--- src/rtl/tdm_demux_4ch_if.sv ---
// Bundle between a serial TDM source and tdm_demux_4ch: serial sample inputs plus frame/status outputs.
// Carries no logic of its own, so it adds no latency.
// There is no backpressure: the source paces samples with en. TDM_DEMUX_ERRCNT_EN adds err_cnt.
interface tdm_demux_4ch_if #(
  parameter int SLOT_W = 4
);
  logic                  en;
  logic                  din;
  logic                  fsync;
  logic [4*SLOT_W-1:0]   out;
  logic                  out_valid;
  logic                  locked;
  logic                  sync_err;
`ifdef TDM_DEMUX_ERRCNT_EN
  logic [7:0]            err_cnt;

  modport master (output en, din, fsync, input out, out_valid, locked, sync_err, err_cnt);
  modport slave  (input en, din, fsync, output out, out_valid, locked, sync_err, err_cnt);
`else
  modport master (output en, din, fsync, input out, out_valid, locked, sync_err);
  modport slave  (input en, din, fsync, output out, out_valid, locked, sync_err);
`endif
endinterface

--- src/rtl/tdm_demux_4ch.sv ---
// Splits a serial TDM stream with fsync into four SLOT_W-bit channels, presented as {ch3,ch2,ch1,ch0}. TDM_DEMUX_ERRCNT_EN adds a saturating err_cnt.
// out and out_valid appear one cycle after the frame's last bit is sampled; sync_err and locked appear one cycle after the offending bit.
// There is no backpressure: en qualifies each sample, and all state holds while en=0.
module tdm_demux_4ch #(
  parameter int SLOT_W = 4
) (
  input  logic            clk,
  input  logic            rst,
  tdm_demux_4ch_if.slave  bus
);
  localparam int FW = 4 * SLOT_W;
  localparam int CW = $clog2(FW);

  typedef enum logic {HUNT = 1'b0, RUN = 1'b1} state_t;

  state_t          state;
  logic [CW-1:0]   bcnt;
  logic [FW-1:0]   asm_q;
  logic [FW-1:0]   asm_nxt;
  logic [FW-1:0]   out_q;
  logic            vld_q;
  logic            err_q;
  logic            lock_q;
  logic [CW-1:0]   slot;
  logic [CW-1:0]   pos;
  logic [CW-1:0]   widx;
  logic            err_evt;

  // Bits land directly at their MSB-first slot position, so a frame's bits overwrite any leftovers from an aborted frame.
  always_comb begin
    slot    = bcnt / CW'(SLOT_W);
    pos     = bcnt - slot * CW'(SLOT_W);
    widx    = bus.fsync ? CW'(SLOT_W - 1) : slot * CW'(SLOT_W) + CW'(SLOT_W - 1) - pos;
    asm_nxt = asm_q;
    asm_nxt[widx] = bus.din;
    err_evt = bus.en && (state == RUN) && (bus.fsync ? (bcnt != '0) : (bcnt == '0));
  end

  always_ff @(posedge clk or posedge rst) begin
    if (rst) begin
      state  <= HUNT;
      bcnt   <= '0;
      asm_q  <= '0;
      out_q  <= '0;
      vld_q  <= 1'b0;
      err_q  <= 1'b0;
      lock_q <= 1'b0;
    end else begin
      vld_q <= 1'b0;
      err_q <= err_evt;
      if (bus.en) begin
        if (bus.fsync) begin
          asm_q  <= asm_nxt;
          bcnt   <= CW'(1);
          state  <= RUN;
          lock_q <= 1'b1;
        end else if (state == RUN) begin
          if (bcnt == '0) begin
            state  <= HUNT;
            lock_q <= 1'b0;
          end else begin
            asm_q <= asm_nxt;
            if (bcnt == CW'(FW - 1)) begin
              out_q <= asm_nxt;
              vld_q <= 1'b1;
              bcnt  <= '0;
            end else begin
              bcnt <= bcnt + CW'(1);
            end
          end
        end
      end
    end
  end

  assign bus.out       = out_q;
  assign bus.out_valid = vld_q;
  assign bus.locked    = lock_q;
  assign bus.sync_err  = err_q;

`ifdef TDM_DEMUX_ERRCNT_EN
  logic [7:0] err_cnt_q;

  always_ff @(posedge clk or posedge rst) begin
    if (rst) begin
      err_cnt_q <= 8'd0;
    end else if (err_evt && (err_cnt_q != 8'hFF)) begin
      err_cnt_q <= err_cnt_q + 8'd1;
    end
  end

  assign bus.err_cnt = err_cnt_q;
`endif
endmodule

--- src/flat_wrapper.sv ---
// flat-port wrapper written by rule: the top's interface ports become plain ports
module tdm_demux_4ch_flat 
#(
  parameter int SLOT_W = 4
)
  (clk, rst, bus_en, bus_din, bus_fsync, bus_out, bus_out_valid, bus_locked, bus_sync_err);
  tdm_demux_4ch_if #(.SLOT_W(SLOT_W)) bus_i ();
  input  logic clk;
  input  logic rst;
  input wire logic [$bits(bus_i.en)-1:0] bus_en;
  input wire logic [$bits(bus_i.din)-1:0] bus_din;
  input wire logic [$bits(bus_i.fsync)-1:0] bus_fsync;
  output wire logic [$bits(bus_i.out)-1:0] bus_out;
  output wire logic [$bits(bus_i.out_valid)-1:0] bus_out_valid;
  output wire logic [$bits(bus_i.locked)-1:0] bus_locked;
  output wire logic [$bits(bus_i.sync_err)-1:0] bus_sync_err;
  assign bus_i.en = bus_en;
  assign bus_i.din = bus_din;
  assign bus_i.fsync = bus_fsync;
  assign bus_out = bus_i.out;
  assign bus_out_valid = bus_i.out_valid;
  assign bus_locked = bus_i.locked;
  assign bus_sync_err = bus_i.sync_err;
  tdm_demux_4ch #(.SLOT_W(SLOT_W)) u_core (.clk(clk), .rst(rst), .bus(bus_i));
endmodule
--- config.mk ---
export PLATFORM = sky130hd
export DESIGN_NAME = tdm_demux_4ch_flat
export DESIGN_NICKNAME = d
export VERILOG_FILES = /design/src/rtl/tdm_demux_4ch_if.sv /design/src/rtl/tdm_demux_4ch.sv /design/src/flat_wrapper.sv
export SDC_FILE = /design/constraint.sdc
export NUM_CORES = 1
export LEC_CHECK = 0
export CAP_MARGIN = 20
export CORE_MARGIN = 8
export CORE_UTILIZATION = 56
export DETAILED_ROUTE_END_ITERATION = 8
export PLACE_DENSITY = 0.79
export SYNTH_ARGS = -nofsm -noshare
export SYNTH_HDL_FRONTEND = slang
export SYNTH_SLANG_ARGS = --single-unit
--- constraint.sdc ---
create_clock -name clk -period 2.66 [get_ports clk]
set_input_delay 0.266 -clock clk [delete_from_list [all_inputs] [get_ports clk]]
set_output_delay 0.266 -clock clk [all_outputs]
set_load 0.02 [all_outputs]
# == Yosys cells after proc, flatten, opt, wreduce, memory -nomap -nowiden ==
# Cells that the tools add are included.
# op_classes
n_addsub,4
n_lt_le_gt_ge,2
eq_ne,2
muxes,23
bitwise,2
reduce_logical,10
# ops
operator,count
$mux 16,3
$mux 4,5
$bwmux 16,1
$mux 1,13
$sub 4x4->4,2
$reduce_and 3->1,2
$lt 4x5->1 const B,1
$reduce_and 5->1,1
$add 4x1->4 const B,1
$add 4x2->4 const B,1
$demux 1 s4,1
$eq 4x4->1 const B,1
$ge 4x1->1 const B,1
$logic_not 4->1,1
$reduce_bool 2->1,2
$reduce_bool 4->1,1
$logic_and 1x1->1,3
$ne 2x2->1 const B,1
$not 1->1,2
# word_totals
ff_bits,40
output_inout_bits,19
elab_cells,50

# == Depth between registers and ports, before layout ==
# logic_depth
ltp_word,11
ltp_mapped,11
depth_no_buf,8

# == Worst setup path before layout ==
# Ideal clock, no wire load.
# synth_path
path_kind,register to register
from,register u_core.bcnt[2]
to,register u_core.asm_q[0]
t_arrival_ps,2289
required_ps,2532
path_slack_ps,244
stages_incl_launch_ff,12
path_buffers,3
period_less_slack_ps,2416
cell_sequence,dfrtp_1 buf_6 clkbuf_1 inv_1 ha_1 nand2_1 inv_1 ha_1 nand2b_1 clkbuf_1 nor4_1 mux2_1
# synth_between
elab_chain_len,11
word_cells_on_any_way,16
classes_between,add/sub: 3; order compare: 2; eq/ne: 1; mux: 7; reduce/logical: 3
# synth_lines
item,line,text
"start, declared",tdm_demux_4ch.sv:17,logic [CW-1:0] bcnt;
"start signal, assigned",tdm_demux_4ch.sv:68,bcnt <= bcnt + CW'(1);
$add 4x2->4 / $sub 4x4->4 (equally long branches),"tdm_demux_4ch.sv:33, tdm_demux_4ch.sv:32",
$sub 4x4->4,tdm_demux_4ch.sv:33,widx = bus.fsync ? CW'(SLOT_W - 1) : slot * CW'(SLOT_W) + CW'(SLOT_W - 1) - pos;
$mux 4,tdm_demux_4ch.sv:33,
$lt 4x5->1 (implied by the code) / $ge 4x1->1 (equally long branches),tdm_demux_4ch.sv:35,asm_nxt[widx] = bus.din;
$logic_and 1x1->1 (implied by the code),tdm_demux_4ch.sv:35,
$mux 1 (implied by the code),tdm_demux_4ch.sv:35,
$demux 1 s4,--,
$bwmux 16,tdm_demux_4ch.sv:35,
$mux 16,tdm_demux_4ch.sv:58,if (bcnt == '0) begin
$mux 16,tdm_demux_4ch.sv:57,end else if (state == RUN) begin
$mux 16,tdm_demux_4ch.sv:52,if (bus.fsync) begin
"end signal, assigned",tdm_demux_4ch.sv:53,asm_q <= asm_nxt;
"end signal, assigned",tdm_demux_4ch.sv:62,asm_q <= asm_nxt;
"end, declared",tdm_demux_4ch.sv:18,logic [FW-1:0] asm_q;
# Several ways; a longest one is shown, not always the timed one. The select of a mux whose other input is x is not followed.
# A chain may end at the register's enable or synchronous reset.

# == Worst setup path after layout ==
# layout_path
from,register u_core.bcnt[3]
to,register u_core.asm_q[12]
# The elaborated chain is that of the path after synthesis.

==> impl_metrics.csv <==
group,metric,value,unit
grt,antenna_found_initial,0,
synthesis,synth_fp_nets,231,
power,peakVddDrop,0.000552,V
sta,hold_viol,0,
critical_path,critPathSlowestCell,"nor4_1",
synthesis,synth-seq-cells,40,
drt,drc,0,
critical_path,max_stage_delay,470,ps
status,status,"finished, final reports clean",
synthesis,syn_area_per_cell,9.88,um^2
sta,hold_ws,391,ps
drt,vias,1746,
die,dieHeight,78.3,um
clocking,ctsResizeCount,0,
drt,firstDrtPassIters,4,
power,swShare,0.386,
power,p_per_area,865,nW/um^2
final_layout,area_growth,17.3,%
clocking,post_cts_buffers,0,
synthesis,yosysSeqAreaShare,0.461,
grt,grt.total_usage,0.174,
synthesis,netlist_area,2170,um^2
grt,grt_pass1_wl,8.68,mm
sta,maxSlewViolCount,0,
critical_path,crit_type,"reg -> reg",
sta,fin_tns_setup,0,ps
drt,wl_per_cell,16.7,um
final_layout,insertedDiodeCount,0,
synthesis,async_flop_share,1.00,
synthesis,ys.flop_type,"dfrtp_1",
synthesis,ys_types,43,
clocking,ctsHoldBuffers,0,
hold_path,hp-class,"in -> async",
final_layout,layout_commonest_cell,"dfrtp_1",
clocking,path_clk_slew,70,ps
critical_path,cp-start-kind,"flop",
power,switchingPower,0.851,mW
sta,fin_crit,2300,ps
critical_path,crit_family,"simple AND/OR/NAND/NOR gates",
synthesis,yosys_warnings,0,
sta,worst_pin_slew,569,ps
final_layout,nNetsFinal,254,
critical_path,crit_required,2840,ps
place,port_buffers,23,
grt,grt_max_degree,41,
power,p_int,1.35,mW
final_layout,fin_util,0.691,
die,rows,22,
grt,grt_pass1_vias,1749,
power,p_total,2.20,mW
critical_path,cp_cell_sequence,"inv_1, ha_1, nand2_1, inv_1, ha_1, nand2b_1, nor4_1, mux2_1",
critical_path,worst-path-buf-inv,2,
die,die_w,78.3,um
die,initial_utilization,0.589,
die,die-area,6130,um^2
clocking,clock_latency,290,ps
clocking,cts.path.max_buffers,2,
final_layout,drive_gt1_frac,0.0984,
job,maxCapViolations,0,
sta,clock.fmax,0.434,GHz
critical_path,crit_path_end_kind,"flop",
power,power_frac_seq,0.379,
clocking,cts_sinks,40,
clocking,htreeDepth,2,
critical_path,crit_arrival,2480,ps
clocking,cts_tree,"yes",
place,place_hpwl,3.38,mm
place,gp_congestion,0.864,
power,p_comb_frac,0.433,
final_layout,final_cell_mix,"dfrtp_1 (40), clkdlybuf4s50_1 (23), a21oi_1 (18)",
drt,vias_per_cell,5.98,
sta,grt_setup_unrepaired,"no",
sta,skew,6.15,ps
power,p_leak,1.10,nW
sta,finalCritPeriodShare,0.866,
synthesis,synth_edf_count,0,
drt,drtIter0Drc,138,
die,design.core.area,3690,um^2
power,p_clk_frac,0.187,
drt,antenna_left,0,
synthesis,synthCells,220,
final_layout,n_fill_cell,290,
drt,wl,4.88,mm
clocking,cts_inserted_buffers,5,
sta,setup_violations,0,
grt,grt.overflow.total,0,
die,io_pins,24,
sta,relSlewSlack,0.620,
critical_path,worstPathMaxFanout,11,
clocking,cts_root_buffer,"clkbuf_8",
final timing paths:
| kind | end | cells after the start | slack [ps] | start |
|---|---|---|---|---|
| max | u_core.asm_q[12] | 8 | 360 | u_core.bcnt[3] |
| min | u_core.bus.out[12] | 3 | 390 | rst |
| max reg2reg | u_core.asm_q[12] | 8 | 360 | u_core.bcnt[3] |
| min reg2reg | u_core.asm_q[8] | 1 | 490 | u_core.asm_q[8] |
| max in group asynchronous | u_core.asm_q[6] | 3 | 1920 | rst |
| min in group clk | u_core.asm_q[8] | 1 | 490 | u_core.asm_q[8] |
metrics by stage:
stage                     instances  area [um^2]  setup slack (ps)
after global placement          284         2460               445
after global routing            292         2550               197
after detailed placement        284         2460               312
after CTS                       292         2550               370
after floorplan                 220         2170               244
final                           292         2550               357
per-layer routing:
layer	global-route usage	share of wire	vias to the layer above
li1	-	-	845
met1	0.228	0.46	853
met2	0.262	0.48	37
met3	0.0535	0.051	11
met4	0.0704	0.016	0
met5	0	0	-
registers in the layout, summed over array words and instances, names as in the netlist:
name / flops
u_core.bus.locked: 1
u_core.bcnt: 4
u_core.bus.out_valid: 1
u_core.bus.out: 16
u_core.state: 1
u_core.asm_q: 16
u_core.bus.sync_err: 1
cell usage after synthesis (2+ instances only):
| cell type | number | share of area |
|---|---|---|
| a21oi_1 | 18 | 0.041 |
| a31oi_1 | 16 | 0.046 |
| and3_1 | 3 | 0.0086 |
| buf_2 | 10 | 0.023 |
| clkbuf_1 | 6 | 0.010 |
| dfrtp_1 | 40 | 0.46 |
| ha_1 | 6 | 0.035 |
| inv_1 | 6 | 0.010 |
| mux2_1 | 16 | 0.083 |
| mux2i_1 | 2 | 0.0092 |
| nand2_1 | 16 | 0.028 |
| nand2b_1 | 3 | 0.0086 |
| nand3_1 | 16 | 0.037 |
| nor2_1 | 6 | 0.010 |
| nor2b_1 | 3 | 0.0086 |
| nor3b_1 | 4 | 0.014 |
| nor4_1 | 5 | 0.014 |
| nor4_2 | 2 | 0.012 |
| nor4bb_1 | 2 | 0.0092 |
| o21ai_0 | 11 | 0.025 |
| o21ai_1 | 4 | 0.0092 |
| o31ai_1 | 2 | 0.0069 |
| or3b_1 | 3 | 0.012 |
power groups by stage:
stage / clock network (mW) / registers (mW) / logic [mW]
4_1_cts: 0.421 / 0.833 / 0.947
5_1_grt: 0.451 / 0.854 / 1.06
2_1_floorplan: 0 / 0.879 / 0.633
3_3_place_gp: 0 / 0.840 / 0.936
3_5_place_dp: 0 / 0.845 / 0.944
6_report: 0.413 / 0.836 / 0.955
final cells by class:
type                    instances  area [um^2]  area share
clock buffers                   8         90.1      0.0353
flip-flops and latches         40         1000       0.393
multi-input cells             155         1060       0.415
inverters                       7         26.3      0.0103
well taps                      48         60.1      0.0236
repair buffers                 34          313       0.123
tightest hold or removal path: cells and delay by family:
family   cells  cell delay [ps]
buf+inv      3              870
kinds of logic after synthesis:
kind of cell,synth area share
and+or+nand+nor,0.200
adders and majority gates,0.0345
DFF,0.461
AOI/OAI and AO/OA,0.160
buffers and inverters,0.0524
muxes,0.0921
(Power assumes the default switching activity.)
